`src/rtl/fp_norm_pkg.sv`:
```
// Shared widths, constants and types for the FP adder normalise/round stage.
package fp_norm_pkg;

    localparam int MANT_W = 24;
    localparam int EXP_W  = 8;
    localparam int GRS_W  = 3;
    localparam int FP_W   = 32;
    localparam int WORK_W = MANT_W + GRS_W;

    localparam logic [EXP_W-1:0] EXP_MAX  = 8'hFF;
    localparam logic [EXP_W-1:0] EXP_ONE  = 8'h01;
    localparam logic [FP_W-1:0]  POS_ZERO = 32'h0000_0000;

    typedef enum logic [1:0] {
        IDLE,
        SHIFT,
        ROUND,
        DONE
    } norm_state_t;

    typedef struct packed {
        logic              sign;
        logic [EXP_W-1:0]  exponent;
        logic [MANT_W-2:0] fraction;
    } fp32_t;

endpackage

```
`src/rtl/fp_normalize_round_if.sv`:
```
// Input (aligned sum) and output (packed result) handshakes of the normalise/round stage.
interface fp_normalize_round_if;
    import fp_norm_pkg::*;

    logic              in_valid;
    logic              in_ready;
    logic              in_sign;
    logic [EXP_W-1:0]  in_exponent;
    logic              in_carry;
    logic [WORK_W-1:0] in_mantissa;
    logic              in_bypass;
    logic [FP_W-1:0]   in_bypass_result;
    logic              out_valid;
    logic              out_ready;
    logic [FP_W-1:0]   out_result;
    logic              out_overflow;
    logic              out_underflow;

    modport slave (
        input  in_valid, in_sign, in_exponent, in_carry, in_mantissa,
               in_bypass, in_bypass_result, out_ready,
        output in_ready, out_valid, out_result, out_overflow, out_underflow
    );

    modport master (
        output in_valid, in_sign, in_exponent, in_carry, in_mantissa,
               in_bypass, in_bypass_result, out_ready,
        input  in_ready, out_valid, out_result, out_overflow, out_underflow
    );

endinterface

```
`src/rtl/fp_round_rne.sv`:
```
// Round-to-nearest-even of a normalised (or subnormal) 27-bit working mantissa and packing.
module fp_round_rne
    import fp_norm_pkg::*;
(
    input  logic              sign_i,
    input  logic [WORK_W-1:0] mant_i,
    input  logic [EXP_W-1:0]  exp_i,
    output fp32_t             result_o,
    output logic              overflow_o,
    output logic              underflow_o
);

    logic              round_up;
    logic [MANT_W:0]   sig_sum;
    logic [MANT_W-1:0] sig;
    logic [EXP_W:0]    exp_adj;

    always_comb begin
        round_up = mant_i[2] & (mant_i[3] | mant_i[1] | mant_i[0]);
        sig_sum  = {1'b0, mant_i[WORK_W-1:GRS_W]} + {{MANT_W{1'b0}}, round_up};
        sig      = sig_sum[MANT_W-1:0];
        exp_adj  = {1'b0, exp_i};
        if (sig_sum[MANT_W]) begin
            sig     = {1'b1, {(MANT_W-1){1'b0}}};
            exp_adj = {1'b0, exp_i} + {{EXP_W{1'b0}}, 1'b1};
        end

        result_o.sign = sign_i;
        overflow_o    = 1'b0;
        if (sig[MANT_W-1] && (exp_adj >= {1'b0, EXP_MAX})) begin
            result_o.exponent = EXP_MAX;
            result_o.fraction = '0;
            overflow_o        = 1'b1;
        end else begin
            // A carry out of a subnormal sets the hidden bit, so exp_i (==1) becomes the field.
            result_o.exponent = sig[MANT_W-1] ? exp_adj[EXP_W-1:0] : '0;
            result_o.fraction = sig[MANT_W-2:0];
        end
        underflow_o = (result_o.exponent == '0);
    end

endmodule

```
`src/rtl/fp_normalize_round.sv`:
```
// Iterative renormaliser (one left shift per cycle) followed by RNE rounding and IEEE single packing.
module fp_normalize_round
    import fp_norm_pkg::*;
(
    input  logic                 clk,
    input  logic                 reset,
    fp_normalize_round_if.slave  bus
);

    norm_state_t       state_q;
    logic [WORK_W-1:0] mant_q;
    logic [EXP_W-1:0]  exp_q;
    logic              sign_q;
    logic              in_ready_q;
    logic              out_valid_q;
    logic [FP_W-1:0]   result_q;
    logic              overflow_q;
    logic              underflow_q;

    logic [EXP_W-1:0]  eff_exp;
    logic [EXP_W:0]    inc_exp;
    logic [WORK_W-1:0] carry_mant;
    fp32_t             rnd_result;
    logic              rnd_overflow;
    logic              rnd_underflow;

    // Exponent 0 on an arithmetic input carries the same weight as exponent 1.
    assign eff_exp    = (bus.in_exponent == '0) ? EXP_ONE : bus.in_exponent;
    assign inc_exp    = {1'b0, eff_exp} + {{EXP_W{1'b0}}, 1'b1};
    assign carry_mant = {1'b1, bus.in_mantissa[WORK_W-1:2],
                         bus.in_mantissa[1] | bus.in_mantissa[0]};

    fp_round_rne u_round (
        .sign_i      (sign_q),
        .mant_i      (mant_q),
        .exp_i       (exp_q),
        .result_o    (rnd_result),
        .overflow_o  (rnd_overflow),
        .underflow_o (rnd_underflow)
    );

    always_ff @(posedge clk) begin
        if (reset) begin
            state_q     <= IDLE;
            mant_q      <= '0;
            exp_q       <= '0;
            sign_q      <= 1'b0;
            in_ready_q  <= 1'b1;
            out_valid_q <= 1'b0;
            result_q    <= POS_ZERO;
            overflow_q  <= 1'b0;
            underflow_q <= 1'b0;
        end else begin
            case (state_q)
                IDLE: begin
                    if (bus.in_valid && in_ready_q) begin
                        in_ready_q  <= 1'b0;
                        sign_q      <= bus.in_sign;
                        overflow_q  <= 1'b0;
                        underflow_q <= 1'b0;
                        if (bus.in_bypass) begin
                            result_q    <= bus.in_bypass_result;
                            out_valid_q <= 1'b1;
                            state_q     <= DONE;
                        end else if (bus.in_carry) begin
                            if (inc_exp >= {1'b0, EXP_MAX}) begin
                                result_q    <= {bus.in_sign, EXP_MAX, {(MANT_W-1){1'b0}}};
                                overflow_q  <= 1'b1;
                                out_valid_q <= 1'b1;
                                state_q     <= DONE;
                            end else begin
                                mant_q  <= carry_mant;
                                exp_q   <= inc_exp[EXP_W-1:0];
                                state_q <= SHIFT;
                            end
                        end else if (bus.in_mantissa == '0) begin
                            result_q    <= POS_ZERO;
                            out_valid_q <= 1'b1;
                            state_q     <= DONE;
                        end else begin
                            mant_q  <= bus.in_mantissa;
                            exp_q   <= eff_exp;
                            state_q <= SHIFT;
                        end
                    end
                end
                SHIFT: begin
                    // Stop at exponent 1 without the hidden bit: the value is subnormal.
                    if (mant_q[WORK_W-1] || (exp_q <= EXP_ONE)) begin
                        state_q <= ROUND;
                    end else begin
                        mant_q <= {mant_q[WORK_W-2:0], 1'b0};
                        exp_q  <= exp_q - EXP_ONE;
                    end
                end
                ROUND: begin
                    result_q    <= rnd_result;
                    overflow_q  <= rnd_overflow;
                    underflow_q <= rnd_underflow;
                    out_valid_q <= 1'b1;
                    state_q     <= DONE;
                end
                DONE: begin
                    if (bus.out_ready) begin
                        out_valid_q <= 1'b0;
                        in_ready_q  <= 1'b1;
                        state_q     <= IDLE;
                    end
                end
                default: begin
                    out_valid_q <= 1'b0;
                    in_ready_q  <= 1'b1;
                    state_q     <= IDLE;
                end
            endcase
        end
    end

    assign bus.in_ready      = in_ready_q;
    assign bus.out_valid     = out_valid_q;
    assign bus.out_result    = result_q;
    assign bus.out_overflow  = overflow_q;
    assign bus.out_underflow = underflow_q;

endmodule

```
`src/flat_wrapper.sv`:
```
// flat-port wrapper written by rule: the top's interface ports become plain ports
module fp_normalize_round_flat import fp_norm_pkg::*;
  (clk, reset, bus_in_valid, bus_in_sign, bus_in_exponent, bus_in_carry, bus_in_mantissa, bus_in_bypass, bus_in_bypass_result, bus_out_ready, bus_in_ready, bus_out_valid, bus_out_result, bus_out_overflow, bus_out_underflow);
  fp_normalize_round_if bus_i ();
  input  logic clk;
  input  logic reset;
  input wire logic [$bits(bus_i.in_valid)-1:0] bus_in_valid;
  input wire logic [$bits(bus_i.in_sign)-1:0] bus_in_sign;
  input wire logic [$bits(bus_i.in_exponent)-1:0] bus_in_exponent;
  input wire logic [$bits(bus_i.in_carry)-1:0] bus_in_carry;
  input wire logic [$bits(bus_i.in_mantissa)-1:0] bus_in_mantissa;
  input wire logic [$bits(bus_i.in_bypass)-1:0] bus_in_bypass;
  input wire logic [$bits(bus_i.in_bypass_result)-1:0] bus_in_bypass_result;
  input wire logic [$bits(bus_i.out_ready)-1:0] bus_out_ready;
  output wire logic [$bits(bus_i.in_ready)-1:0] bus_in_ready;
  output wire logic [$bits(bus_i.out_valid)-1:0] bus_out_valid;
  output wire logic [$bits(bus_i.out_result)-1:0] bus_out_result;
  output wire logic [$bits(bus_i.out_overflow)-1:0] bus_out_overflow;
  output wire logic [$bits(bus_i.out_underflow)-1:0] bus_out_underflow;
  assign bus_i.in_valid = bus_in_valid;
  assign bus_i.in_sign = bus_in_sign;
  assign bus_i.in_exponent = bus_in_exponent;
  assign bus_i.in_carry = bus_in_carry;
  assign bus_i.in_mantissa = bus_in_mantissa;
  assign bus_i.in_bypass = bus_in_bypass;
  assign bus_i.in_bypass_result = bus_in_bypass_result;
  assign bus_i.out_ready = bus_out_ready;
  assign bus_in_ready = bus_i.in_ready;
  assign bus_out_valid = bus_i.out_valid;
  assign bus_out_result = bus_i.out_result;
  assign bus_out_overflow = bus_i.out_overflow;
  assign bus_out_underflow = bus_i.out_underflow;
  fp_normalize_round u_core (.clk(clk), .reset(reset), .bus(bus_i));
endmodule
```
`config.mk`:
```
export PLATFORM = sky130hd
export DESIGN_NAME = fp_normalize_round_flat
export DESIGN_NICKNAME = d
export VERILOG_FILES = /design/src/rtl/fp_norm_pkg.sv /design/src/rtl/fp_normalize_round_if.sv /design/src/rtl/fp_round_rne.sv /design/src/rtl/fp_normalize_round.sv /design/src/flat_wrapper.sv
export SDC_FILE = /design/constraint.sdc
export NUM_CORES = 1
export LEC_CHECK = 0
export CORE_UTILIZATION = 47
export CTS_CLUSTER_SIZE = 28
export DETAILED_ROUTE_END_ITERATION = 7
export PLACE_DENSITY = 0.83
export SLEW_MARGIN = 25
export SYNTH_ARGS = -nofsm -noshare
export SYNTH_HDL_FRONTEND = slang
export SYNTH_SLANG_ARGS = --single-unit
```
`constraint.sdc`:
```
create_clock -name clk -period 2.4 [get_ports clk]
set_input_delay 0.36 -clock clk [delete_from_list [all_inputs] [get_ports clk]]
set_output_delay 0.36 -clock clk [all_outputs]
set_load 0.05 [all_outputs]
```
After elaboration in Yosys (flattened, before gate mapping)
Cells that the tools add are included.
- $add $sub $neg: 4
- magnitude comparators: 3
- eq/ne operators: 12
- mux-type cells: 50
- bitwise logic cells: 4
- reductions and logical operators: 18
- operators with widths (operator ; number):
    27-bit 2-to-1 mux ; 6
    32-bit 2-to-1 mux ; 5
    8-bit 2-to-1 mux ; 8
    32-bit case mux with 2 select lines ; 1
    27-bit case mux with 2 select lines ; 1
    31-bit 2-to-1 mux ; 1
    27-bit zero test ; 1
    24-bit by 1-bit adder with 25-bit output ; 1
    24-bit 2-to-1 mux ; 1
    8-bit by 1-bit adder with 9-bit output (second input constant) ; 2
    9-bit by 8-bit >= comparator with 1-bit output (second input constant) ; 2
    8-bit zero test ; 2
    8-bit case mux with 2 select lines ; 1
    2-bit 2-to-1 mux ; 7
    1-bit 2-to-1 mux ; 13
    9-bit 2-to-1 mux ; 1
    8-bit by 1-bit <= comparator with 1-bit output (second input constant) ; 1
    4-bit by 3-bit inequality test with 1-bit output (second input constant) ; 2
    2-bit case mux with 4 select lines ; 1
    8-bit by 1-bit subtractor with 8-bit output (second input constant) ; 1
    2-bit inequality test (second input constant) ; 3
    3-bit inequality test (second input constant) ; 2
    1-bit case mux with 2 select lines ; 3
    3-bit AND reduction ; 2
    15 further kinds ; 23
- register bits: 74
- output and inout bits: 36
- word-level logic and storage cells: 100

Longest topological paths before layout
- word-level depth: 10
- depth in mapped cells: 11
- mapped depth without buffers: 9

Hierarchy
Synthesis repeated with hierarchy kept, for this count alone.
- cells, all modules: 690
- area total of the unflattened synthesis: 5341.4 um^2
- modules (own cells, without submodules) (module ; instances ; cells each ; area each (um^2)):
    fp_normalize_round ; 1 ; 524 ; 4279.1
    fp_round_rne ; 1 ; 166 ; 1062.3

Worst setup path before layout
No wires, ideal clock.
- path type: flip-flop to flip-flop
- start: register u_core.mant_q[2]
- end: register u_core.result_q[30] (netlist: u_core.bus.out_result[30])
- library setup time: 0.117 ns
- arrival: 2.175 ns
- setup slack: 0.107 ns
- cell stages (with the launch flop): 11
- clock period less this slack: 2.293 ns
- cell sequence: dfxtp_1 -> and2_1 -> ha_1 -> nand3_1 -> nor3_4 -> nand2_4 -> buf_6 -> nor4_4 -> xnor2_1 -> nand3_1 -> a32o_1
- longest elaborated chain between the ends: 7
- elaborated cells on any way between the ends: 9
- those cells by class: 1 x add/sub; 1 x order compare; 5 x mux; 1 x bitwise; 1 x reduce/logical
- RTL lines (element ; RTL line ; RTL):
    start: declaration ; fp_normalize_round.sv:11 ; logic [WORK_W-1:0] mant_q;
    start signal: assignment ; fp_normalize_round.sv:72 ; mant_q <= carry_mant;
    start signal: assignment ; fp_normalize_round.sv:81 ; mant_q <= bus.in_mantissa;
    start signal: assignment ; fp_normalize_round.sv:92 ; mant_q <= {mant_q[WORK_W-2:0], 1'b0};
    1-bit bitwise AND (*) ; fp_round_rne.sv:19 ; round_up = mant_i[2] & (mant_i[3] | mant_i[1] | mant_i[0]);
    24-bit by 1-bit adder with 25-bit output (*) ; fp_round_rne.sv:20 ; sig_sum = {1'b0, mant_i[WORK_W-1:GRS_W]} + {{MANT_W{1'b0}}, round_up};
    9-bit 2-to-1 mux ; fp_round_rne.sv:23 ; if (sig_sum[MANT_W]) begin
    9-bit by 8-bit >= comparator with 1-bit output ; fp_round_rne.sv:30 ; if (sig[MANT_W-1] && (exp_adj >= {1'b0, EXP_MAX})) begin
    1-bit logical AND ; fp_round_rne.sv:30 ;
    31-bit 2-to-1 mux (*) ; fp_round_rne.sv:30 ;
    32-bit case mux with 2 select lines (*) ; fp_normalize_round.sv:54 ; case (state_q)
    end signal: assignment ; fp_normalize_round.sv:62 ; result_q <= bus.in_bypass_result;
    end signal: assignment ; fp_normalize_round.sv:67 ; result_q <= {bus.in_sign, EXP_MAX, {(MANT_W-1){1'b0}}};
    end signal: assignment ; fp_normalize_round.sv:97 ; result_q <= rnd_result;
    end: declaration ; fp_normalize_round.sv:16 ; logic [FP_W-1:0] result_q;
Every way passes the cells marked *; elsewhere a longest branch is shown, timed or not.
A chain may end at the register's enable or synchronous reset.

Final worst setup path
- start: register u_core.mant_q[14]
- end: register u_core.overflow_q (netlist: u_core.bus.out_overflow)
- longest elaborated chain between the ends: 6
- elaborated cells on any way between the ends: 7
- those cells by class: 1 x add/sub; 1 x order compare; 4 x mux; 1 x reduce/logical
- RTL lines (element ; RTL line ; RTL):
    24-bit by 1-bit adder with 25-bit output (*) ; fp_round_rne.sv:20 ;
    9-bit 2-to-1 mux ; fp_round_rne.sv:23 ;
    9-bit by 8-bit >= comparator with 1-bit output ; fp_round_rne.sv:30 ;
    1-bit logical AND (*) ; fp_round_rne.sv:30 ;
    1-bit 2-to-1 mux (*) ; fp_round_rne.sv:30 ;
    1-bit case mux with 2 select lines (*) ; fp_normalize_round.sv:54 ;
    end signal: assignment ; fp_normalize_round.sv:98 ; overflow_q <= rnd_overflow;
    end: declaration ; fp_normalize_round.sv:17 ; logic overflow_q;
Marks and branches as above.

==> results.py <==
metrics = {
    "run_status": {
        "outcome": "complete, no violations",
    },
    "routing": {
        "routed_wl_mm": 15.1,
        "vias": 5508,
        "drt_first_pass_iters": 6,
        "avgRoutedWirePerCell_um": 15.7,
        "drtAntennaViolNets": 0,
        "drc": 0,
        "drt-initial-drc-count": 374,
        "via_per_inst": 5.76,
    },
    "global_routing": {
        "grt_max_degree": 72,
        "grt_antenna_before_repair": 0,
        "grt_pass1_wl_mm": 23.8,
        "overflow": 0,
        "first_global_vias": 5067,
        "grt_usage": 0.266,
    },
    "cells_and_area": {
        "fill_cells": 838,
        "n_antenna_cell": 0,
        "seq_area_mm2": 0.00149,
        "post-route-util": 0.676,
        "drive_gt1_frac": 0.191,
        "multi_input_comb_area_mm2": 0.00334,
        "nNetsFinal": 898,
        "syn2layout_area_growth_pct": 39.4,
    },
    "critical_path": {
        "cp_cell_sequence": "nand4_4 > nor4_4 > nand4_1 > mux2i_4 > buf_4 > or3_1 > a311oi_1",
        "critPathMaxFanout": 8,
        "critPathSlowestCell": "dfxtp_2",
        "crit_type": "register to register",
        "slowest_delay_ns": 0.40,
        "worstPathArrival_ns": 2.57,
        "crit_required_ns": 2.65,
        "critPathLaunchType": "register",
        "crit_path_end_kind": "register",
    },
    "timing": {
        "fin_skew_ns": 0.0161,
        "maxSlewHeadroom": 0.475,
        "slew_viol_final": 0,
        "post-route-period-util": 0.967,
        "max_freq_ghz": 0.431,
        "setup_violations": 0,
        "fin_crit_ns": 2.32,
        "finalHoldViolCount": 0,
        "worstMarginPinSlew_ns": 0.787,
    },
    "place": {
        "portBuffers": 109,
        "hpwlAfterDp_mm": 11.3,
        "gp_congestion": 0.914,
    },
    "yosys": {
        "synth-edff-count": 0,
        "synth_seq_cells": 74,
        "synth_cell_types": 64,
        "netlist_instances": 658,
        "syn_area_mm2": 0.00503,
        "syn-num-nets": 741,
        "synthArstFlopShare": 0,
        "ys_seq_area_frac": 0.295,
        "ys_warn_count": 0,
        "synth-main-ff-cell": "dfxtp_1",
        "syn_avg_cell_area_um2": 7.64,
    },
    "pwr": {
        "leakagePower_uw": 0.00286,
        "ir_worst_vdd_mv": 0.560,
        "finalPower_uw": 8020,
        "p_per_area_mw_per_mm2": 1140,
    },
    "floorplan": {
        "io_pins": 110,
        "die_w_um": 105,
        "die_area_mm2": 0.0111,
        "core_area_mm2": 0.0104,
        "rows": 37,
        "die_h_um": 105,
        "start_util": 0.485,
    },
    "cts": {
        "clock-sinks": 74,
        "cts_hold_buf": 0,
        "tritoncts": "yes",
        "ctsHtreeMaxLevel": 3,
        "numCtsBuffers": 9,
        "cts-root-buf": "clkbuf_8",
        "clkSlewWorstSetupHoldPaths_ns": 0.09,
        "clockBufferDepth": 2,
        "insertion_delay_ns": 0.37,
    },
    "hold_path": {
        "min_path_type": "register to register",
    },
    "run": {
        "drv_cap": 0,
    },
}
## cell usage after synthesis, drive strengths merged (8+ instances only)
cell      n  area (um2)
a21oi    78         390
ha        9         113
nor2    124         465
clkbuf   27         101
o21ai    19        95.1
inv      13        48.8
mux2i    30         304
a221oi   22         255
xor2     12         105
buf      24         136
nand2b   10        62.6
nand3    20         100
nor2b     8        50.1
xnor2    21         184
nand4    13        96.3
nor3     36         241
nand2    40         158
nor4      9        86.3
dfxtp    74        1480
## cells by family (layout without fill, tap and decap cells)
kind of cell | count (synthesis) | in the layout | synth area share
multiplexers | 31 | 31 | 0.0627
AND/OR/NAND/NOR | 282 | 282 | 0.281
AO/OA/AOI/OAI | 165 | 166 | 0.225
adder cells (fa/ha/maj) | 9 | 9 | 0.0224
flip-flops | 74 | 74 | 0.295
XOR/XNOR | 33 | 33 | 0.0575
buffers and inverters | 64 | 225 | 0.0570
## sequential cells by signal (all words and copies together), names as in the netlist
name                      cells
u_core.exp_q                  8
u_core.state_q                2
u_core.bus.out_result        32
u_core.bus.in_ready           1
u_core.bus.out_underflow      1
u_core.bus.out_overflow       1
u_core.sign_q                 1
u_core.bus.out_valid          1
u_core.mant_q                27
## power by group
group	switching, uW	internal [uW]	total, uW
clock network	501	405	906
registers	433	1690	2120
logic	2980	2010	4990
## worst paths after layout
path / from / to / slack, ns / cells after the start
max reg2reg: u_core.mant_q[14]$_SDFFE_PP0P_ / u_core.bus.out_overflow$_SDFFE_PP0P_ / 0.08 / 7
min reg2reg: u_core.bus.out_result[28]$_SDFFE_PP0P_ / u_core.bus.out_result[28]$_SDFFE_PP0P_ / 0.46 / 2
min: u_core.bus.out_result[28]$_SDFFE_PP0P_ / u_core.bus.out_result[28]$_SDFFE_PP0P_ / 0.46 / 2
max: u_core.mant_q[14]$_SDFFE_PP0P_ / u_core.bus.out_overflow$_SDFFE_PP0P_ / 0.08 / 7
## layer usage
metal,GRT usage,up-vias,share of wire
met3,0.0557,34,0.072
met1,0.342,2564,0.43
met4,0.0885,0,0.020
met5,0,-,0
li1,-,2671,-
met2,0.440,239,0.48
## critical path: cells and delay by family, from the launching register on
kind | cells | cell delay, ns
flops | 1 | 0.40
buf+inv | 1 | 0.20
compound gates | 1 | 0.31
simple gates | 4 | 1.00
mux | 1 | 0.28
## layout make-up
cell class                      count  area share
Clock buffer                       10      0.0196
Clock inverter                      6     0.00589
Inverter                           13     0.00696
Multi-Input combinational cell    521       0.476
Sequential cell                    74       0.213
Tap cell                          136      0.0243
Timing Repair Buffer              196       0.255
## metrics by stage
stage               hold slack, ns  area (um2)  setup slack, ns  setup TNS (ns)  instances
floorplan                    0.464        5030            0.107               0        658
global placement             0.443        6750           -0.232           -7.87        939
detailed placement           0.448        6750           -0.243           -7.88        939
CTS                          0.457        6930           0.0561               0        955
global route                 0.483        7010          -0.0205         -0.0492        956
finish                       0.456        7010           0.0782               0        956
## cell usage in the layout, fill, tap and decap left out, drive strengths merged, types with 8 or more instances in the layout
cell type,netlist,routed
nor2,124,124
clkdlybuf4s50,0,107
buf,24,89
a21oi,78,78
dfxtp,74,74
nand2,40,40
nor3,36,36
mux2i,30,30
a221oi,22,22
xnor2,21,21
nand3,20,20
o21ai,19,19
inv,13,14
nand4,13,13
xor2,12,12
nand2b,10,10
clkbuf,27,10
ha,9,9
nor4,9,9
nor2b,8,8
## timing repair
action                     4_1_cts  5_1_grt
buffers inserted                 0        0
setup endpoints to repair        0       51
gates resized for setup          0       21
Power figures use the tool's default switching activity.
